==> src/rtl/svm_job_scheduler.sv <==
// Round-robin job scheduler in front of a linear_svm core: grants one requester,
// issues its feature vector, waits for the result (or a timeout) and holds the response.
module svm_job_scheduler #(
    parameter int NUM_REQ        = 4,
    parameter int DATA_WIDTH     = 16,
    parameter int NUM_FEATURES   = 20,
    parameter int TIMEOUT_CYCLES = 64,
    localparam int IDW           = (NUM_REQ > 1) ? $clog2(NUM_REQ) : 1,
    localparam int FW            = NUM_FEATURES * DATA_WIDTH
) (
    input  logic                    clk,
    input  logic                    rst_n,
    input  logic                    enable,
    input  logic [NUM_REQ-1:0]      req_valid,
    input  logic [NUM_REQ*FW-1:0]   req_features,
    output logic [NUM_REQ-1:0]      req_ready,
    output logic                    svm_input_valid,
    output logic [FW-1:0]           svm_features_flat,
    input  logic                    svm_output_valid,
    input  logic [DATA_WIDTH-1:0]   svm_decision,
    input  logic                    svm_prediction,
    output logic                    rsp_valid,
    input  logic                    rsp_ready,
    output logic [IDW-1:0]          rsp_id,
    output logic [DATA_WIDTH-1:0]   rsp_decision,
    output logic                    rsp_prediction,
    output logic                    rsp_timeout,
    output logic                    busy,
    output logic [15:0]             timeout_count
);

    localparam int          TW = $clog2(TIMEOUT_CYCLES + 1);
    localparam int unsigned NR = NUM_REQ;

    typedef enum logic [1:0] {IDLE, ISSUE, WAIT, RESP} state_t;

    state_t         state, state_next;
    logic [IDW-1:0] last_grant;
    logic [IDW-1:0] win_idx;
    logic           win_found;
    logic [TW-1:0]  timer;
    logic           grant;
    logic           timer_expired;
    int unsigned    cand;

    // Search starts just after the previous owner and wraps around.
    always_comb begin
        win_idx   = '0;
        win_found = 1'b0;
        cand      = 0;
        for (int unsigned i = 1; i <= NR; i++) begin
            cand = 32'(last_grant) + i;
            if (cand >= NR) cand = cand - NR;
            if (!win_found && req_valid[cand[IDW-1:0]]) begin
                win_found = 1'b1;
                win_idx   = cand[IDW-1:0];
            end
        end
    end

    // rst_n gating keeps the combinational grant silent while reset is held.
    assign grant         = (state == IDLE) && enable && win_found && rst_n;
    assign req_ready     = grant ? (NUM_REQ'(1) << win_idx) : '0;
    assign timer_expired = (timer == TW'(TIMEOUT_CYCLES - 1));

    always_ff @(posedge clk or negedge rst_n) begin
        if (!rst_n) state <= IDLE;
        else        state <= state_next;
    end

    always_comb begin
        state_next      = state;
        svm_input_valid = 1'b0;
        rsp_valid       = 1'b0;
        busy            = 1'b1;
        case (state)
            IDLE: begin
                busy = 1'b0;
                if (grant) state_next = ISSUE;
            end
            ISSUE: begin
                svm_input_valid = 1'b1;
                state_next      = WAIT;
            end
            WAIT: begin
                if (svm_output_valid || timer_expired) state_next = RESP;
            end
            RESP: begin
                rsp_valid = 1'b1;
                if (rsp_ready) state_next = IDLE;
            end
        endcase
    end

    always_ff @(posedge clk or negedge rst_n) begin
        if (!rst_n) begin
            svm_features_flat <= '0;
            rsp_id            <= '0;
            last_grant        <= IDW'(NUM_REQ - 1);
            timer             <= '0;
            rsp_decision      <= '0;
            rsp_prediction    <= 1'b0;
            rsp_timeout       <= 1'b0;
            timeout_count     <= '0;
        end else begin
            case (state)
                IDLE: begin
                    if (grant) begin
                        svm_features_flat <= req_features[win_idx*FW +: FW];
                        rsp_id            <= win_idx;
                    end
                end
                ISSUE: timer <= '0;
                WAIT: begin
                    timer <= timer + 1'b1;
                    // A result arriving on the expiry cycle takes precedence.
                    if (svm_output_valid) begin
                        rsp_decision   <= svm_decision;
                        rsp_prediction <= svm_prediction;
                        rsp_timeout    <= 1'b0;
                    end else if (timer_expired) begin
                        rsp_decision   <= '0;
                        rsp_prediction <= 1'b0;
                        rsp_timeout    <= 1'b1;
                        if (timeout_count != 16'hFFFF) timeout_count <= timeout_count + 1'b1;
                    end
                end
                RESP: begin
                    if (rsp_ready) last_grant <= rsp_id;
                end
            endcase
        end
    end

endmodule

==> config.mk <==
export PLATFORM = sky130hd
export DESIGN_NAME = svm_job_scheduler
export DESIGN_NICKNAME = d
export VERILOG_FILES = /design/src/rtl/svm_job_scheduler.sv
export SDC_FILE = /design/constraint.sdc
export NUM_CORES = 1
export LEC_CHECK = 0
export ABC_AREA = 1
export CORE_AREA = 3 3 645 647
export CTS_CLUSTER_DIAMETER = 120
export DETAILED_ROUTE_END_ITERATION = 12
export DIE_AREA = 0 0 648 650
export GPL_TIMING_DRIVEN = 1
export HOLD_SLACK_MARGIN = 0.02
export PLACE_DENSITY = 0.36
export SKIP_LAST_GASP = 1
export SYNTH_ARGS = -nofsm -noshare
export SYNTH_HDL_FRONTEND = slang
export SYNTH_SLANG_ARGS = --single-unit
==> constraint.sdc <==
create_clock -name clk -period 2.3 [get_ports clk]
set_input_delay 0.46 -clock clk [delete_from_list [all_inputs] [get_ports clk]]
set_output_delay 0.46 -clock clk [all_outputs]
set_load 0.02 [all_outputs]
# == After elaboration in Yosys (flattened, before gate mapping) ==
# Cells that the tools add are included.
# word_totals
register_bits,367
input_bits,1306
word_cells,92
output_inout_bits,363
# classes
n_addsub,10
eq_ne,8
n_bitwise,1
n_reduce_logical,18
shifts,2
mux,35
n_lt_le_gt_ge,8
mul,1
# ops
operator,count
variable part select 1280 x 12 -> 320 bit,1
two-way mux 16 bit,2
two-way mux 2 bit,11
"adder 16 x 1 -> 16 bit, second input constant",1
"!= test 16 bit, second input constant",1
two-way mux 1 bit,15
one-hot mux 7 bit (2 select lines),1
"less-than comparator 2 x 3 -> 1 bit, second input constant",4
">= comparator 3 bit, second input constant",3
binary-select mux 1 bit (select 2 bit),4
one-hot mux 2 bit (4 select lines),1
"subtractor 2 x 1 -> 2 bit, second input constant",4
"adder 7 x 1 -> 7 bit, second input constant",1
"equality test 7 x 6 -> 1 bit, second input constant",1
"adder 2 x 2 -> 3 bit, second input constant",2
logical AND 1 bit,6
"!= test 2 bit, second input constant",3
AND reduction 2 bit,3
"multiplier 2 x 3 -> 5 bit, second input constant",1
"adder 2 x 3 -> 4 bit, second input constant",1
"equality test 2 bit, second input constant",2
">= comparator 4 x 3 -> 1 bit, second input constant",1
two-way mux 4 bit,1
AND reduction 4 bit,1
other kinds (9),12

# == Logic depth before layout (Yosys ltp) ==
# depth
ltp_word,19
mapped_depth,20

# == Worst setup path before layout ==
# No wires, ideal clock.
# synth_path
path_kind,register to output
from,register last_grant[1]
to,output req_ready[0]
required_ns,1.840
path_slack_ns,-0.424
path_stages_with_launch,15
n_path_buf,4
arrival_time_ns,2.264
path_cell_list,dfstp_2 > buf_4 > inv_4 > nand2_1 > nand2_1 > nand2_1 > nand2_2 > nor2_4 > nand3_2 > nand2_1 > buf_4 > buf_4 > buf_2 > inv_2 > nor3_1
# synth_via
elab_chain_cells,18
# synth_rtl
element,line_no,source
"start, declared",38,logic [IDW-1:0] last_grant;
"start signal, assigned",99,last_grant <= IDW'(NUM_REQ - 1);
"start signal, assigned",129,if (rsp_ready) last_grant <= rsp_id;
adder 2 x 1 -> 3 bit,52,cand = 32'(last_grant) + i;
>= comparator 3 bit / subtractor 2 x 1 -> 2 bit (equally long branches),53,if (cand >= NR) cand = cand - NR;
two-way mux 2 bit,53,
binary-select mux 1 bit (select 2 bit),54,if (!win_found && req_valid[cand[IDW-1:0]]) begin
two-way mux 1 bit (implied by the code),54,
two-way mux 1 bit,54,
zero test 1 bit,54,
logical AND 1 bit,54,
two-way mux 1 bit,54,
zero test 1 bit,54,
logical AND 1 bit,54,
two-way mux 1 bit,54,
zero test 1 bit,54,
logical AND 1 bit,54,
two-way mux 1 bit,54,
logical AND 1 bit (2 in series),62,assign grant = (state == IDLE) && enable && win_found && rst_n;
two-way mux 4 bit (*),63,assign req_ready = grant ? (NUM_REQ'(1) << win_idx) : '0;
"end, declared",16,"output logic [NUM_REQ-1:0] req_ready,"
# Every way passes the cells marked *; elsewhere a longest branch is shown, timed or not. The select of a mux whose other input is x is not followed.

# == Worst setup path in the final report ==
# layout_path
from,register last_grant[0]
to,output req_ready[0]
# The elaborated chain is that of the path after synthesis.

==> metrics.md <==
| Metric | Value |
|---|---|
| Placer Congestion | between 0.8 and 0.9 |
| Outcome | finished, violations left |
| Prevailing post-synth register cell | dfrtp_1 |
| Nature of the critical path endpoint | primary output |
| Tmin final | 3.16 ns |
| Total GRT Usage | between 10% and 20% |
| Final setup fails | between 300 and 400 |
| Number of global-route vias before repair | roughly 40000 |
| CP Data Arrival Time | ~2.7 ns |
| Area Growth Syn to Fin | 108% |
| Mapped cell area | approximately 27000 sq um |
| Clock Tree Root | clkbuf_16 |
| Layout cell share with drive strength beyond 1 | between 10% and 20% |
| Ys async rst share | between 90% and 100% |
| Synth cell types | 32 |
| Period utilization | 137% |
| Final instance area | about 57000 sq um |
| Register area share after synthesis | about a third |
| Hold depth | 3 |
| Max-cap violation count | 0 |
| Relative slew slack | a little under half |
| CP Max Fanout | 5 |
| Core Util, Final | between 10% and 20% |
| Failing checks | negative setup slack |
| I/O pin count | roughly 1700 |
| Clock Sinks | between 300 and 400 |
| Fin cells | 12176 |
| TritonCTS buffer count | 58 |
| Worst Slack Setup Final | -0.857 ns |
| Grt ovf | 0 |
| Clock skew | 0.0648 ns |
| Initial DRC Count | between 2000 and 3000 |
| Cells after synthesis | about 4800 |
| Met3 usage | about a tenth |
| Post-synth EDFFs | 0 |
| Pin count of the biggest net entering global routing | about 100 |
| Via count | 39676 |
| Beginning of the worst register-to-register path | last_grant[0]$_DFFE_PN1P_ |
| Post-DP HPWL | approximately 300 mm |
| FF-to-FF setup slack | -0.76 ns |
| R2r worst-path depth | 23 |
| Top Usage Layer GRT | met2 |
| CORE AREA | between 400000 and 500000 sq um |
| Placed instance count | roughly 12000 |
| Met1 usage | between 10% and 20% |
| CP required | approximately 1.8 ns |
| Starting Density | 6.69% |
| Die footprint | between 400000 and 500000 sq um |
| Setup Crit Path Kind | flop to primary output |
| Drc violations | 0 |
| Mean Syn Cell Area | 5.68 sq um |
| Critical-path cell list | buf_6 > nand2_1 > nand3_2 > nand2_2 > inv_2 > nor2_4 > nand3_4 > buf_12 > nand2_4 > buf_6 > nor3_4 > buf_6 |
| Reg-to-reg endpoint | svm_features_flat[213]$_DFFE_PN0P_ |
| Total Wirelength | 349 mm |
| FILL cells | roughly 48000 |
| CP max-delay cell | dfstp_2 |
| Post-route ant nets | 0 |
| Fmax | 317 MHz |
| Hold_ws | ~0.3 ns |
| Maximum vdd drop | ~0.98 mV |
| Syn nets | 6144 |
| Final-report hold violation count | 0 |
| Synth Register Bits | approximately 370 |
| Row cnt | roughly 240 |
| RSZ-0062 raised after global routing | yes |
| Chip width | approximately 650 microns |
| Power Density | around 1900 nW/um^2 |
| Critical path startpoint category | flop |
| Commonest cells after routing, fill and taps aside | nand2_1, clkdlybuf4s50_1, nand3_1, buf_4, dfrtp_1 |
| Initial antenna violation count | about 180 |
| Hold Crit Start | svm_decision[8] |
| Wire length per cell | 28.7 microns |
| GR Util met2 | between 20% and 30% |
| Hold Path Sink | rsp_decision[8]$_DFFE_PN0P_ |
| # port buffers | ~1700 |
| Worst min path class | primary input to flop |
| Slew @ Worst Pin | around 0.82 ns |
| Area after DPL | ~52000 sq um |
| Via/cell ratio | between 3 and 4 |
| CTS tree | yes |
| Commonest non-fill, non-tap cell in the layout | nand2_1 |
| CP dominant cell by count | buf_6 |
| Synth Warn # | 0 |
| NumNets Final | approximately 8000 |
| LEAKAGE | about 0.027 uW |
| DRT Pass-1 Iters | 6 |
| H-tree Lvls | 2 |
| First-pass GRT wire length | ~430 mm |
| Final Slew Violations | 0 |
| Worst-Skew Late Latency | between 0.7 and 0.8 ns |
| CP peak stage delay | approximately 0.62 ns |
| Die Ht | ~650 microns |
| Clk slew on worst S/H paths | 0.06 ns |
| CTS Buffer Depth | 3 |
[critical path, delay by kind of cell, from the launching register on]
| family | cells | cell delay, ns |
|---|---|---|
| flops | 1 | 0.62 |
| simple gates | 7 | 0.70 |
| buf+inv | 5 | 0.66 |
[cell usage after synthesis (all sizes together) (4+ instances only)]
cell type	n	area share, %
dfrtp	365	33
nor2	24	0.38
o21ai	11	0.20
xor2	10	0.32
clkbuf	52	0.71
a21oi	8	0.19
nor3	9	0.16
ha	7	0.32
nand3	670	12
xnor2	4	0.13
inv	32	0.46
nand2	3319	45
buf	308	5.8
[worst max-delay path by stage]
stage	startpoint	end	slack, ns	cells past startpoint
2_1_floorplan	last_grant[0]$_DFFE_PN1P_	req_ready[2]	-0.08	15
3_3_place_gp	req_valid[2]	svm_features_flat[88]$_DFFE_PN0P_	-1.28	18
3_5_place_dp	req_valid[2]	svm_features_flat[88]$_DFFE_PN0P_	-1.20	18
4_1_cts	last_grant[0]$_DFFE_PN1P_	req_ready[0]	-1.03	12
5_1_grt	last_grant[0]$_DFFE_PN1P_	req_ready[0]	-1.07	12
6_report	last_grant[0]$_DFFE_PN1P_	req_ready[0]	-0.86	12
[kinds of logic after synthesis]
family | count (synthesis) | share of synthesized area, %
xor gates and xnor gates | 14 | 0.447
and+or+nand+nor | 4027 | 58.3
AOI/OAI and AO/OA | 23 | 0.506
adders and majority gates | 7 | 0.319
DFF | 367 | 33.5
buffers and inverters | 393 | 6.93
[routing by layer]
layer,vias to the layer above,part of all wire (%)
met3,493,14
met5,-,0.31
li1,18667,-
met2,1496,47
met4,160,2.1
met1,18860,37
[final cells by class]
type                       instances  area [sq um]  share of cell area [%]
antenna                           46           115                   0.202
clock buffer                      81          1680                    2.94
clock inverter                    27           330                   0.579
inverter                          33           141                   0.248
multi-input combinational       4071         16900                    29.6
sequential                       367          9190                    16.1
tap                             5451          6820                    12.0
timing repair buffer            2100         21900                    38.3
[sequential cells by signal, indices dropped and copies added, names as in the netlist]
name,count
last_grant,2
rsp_decision,16
rsp_id,2
rsp_prediction,1
rsp_timeout,1
state,2
svm_features_flat,320
timeout_count,16
timer,7
[report_power, final]
part           leakage (uW)  switching (uW)  internal [uW]
Combinational        0.0215           53900          32400
Clock              0.000989            4060           5740
Sequential          0.00469            1700           9010
[metrics by stage]
stage               setup slack, ns  total power (uW)  setup TNS [ns]
finish                       -0.857            107000         -201.33
global route                  -1.07            116000         -272.17
CTS                           -1.03            106000         -199.74
detailed placement            -1.20             86900         -256.25
global placement              -1.28             87400         -272.94
floorplan                   -0.0795             46100          -0.171
[repair_timing]
item / 4_1_cts / 5_1_grt
hold buffers: 1 / 0
endpoints found under the hold margin: 27 / 0
buffers inserted: 59 / 12
resized for setup: 123 / 132
setup endpoints to repair: 458 / 458
gates cloned: 24 / 9
pin swaps: 17 / 23
Note: power is estimated with default switching activity, not from simulation.
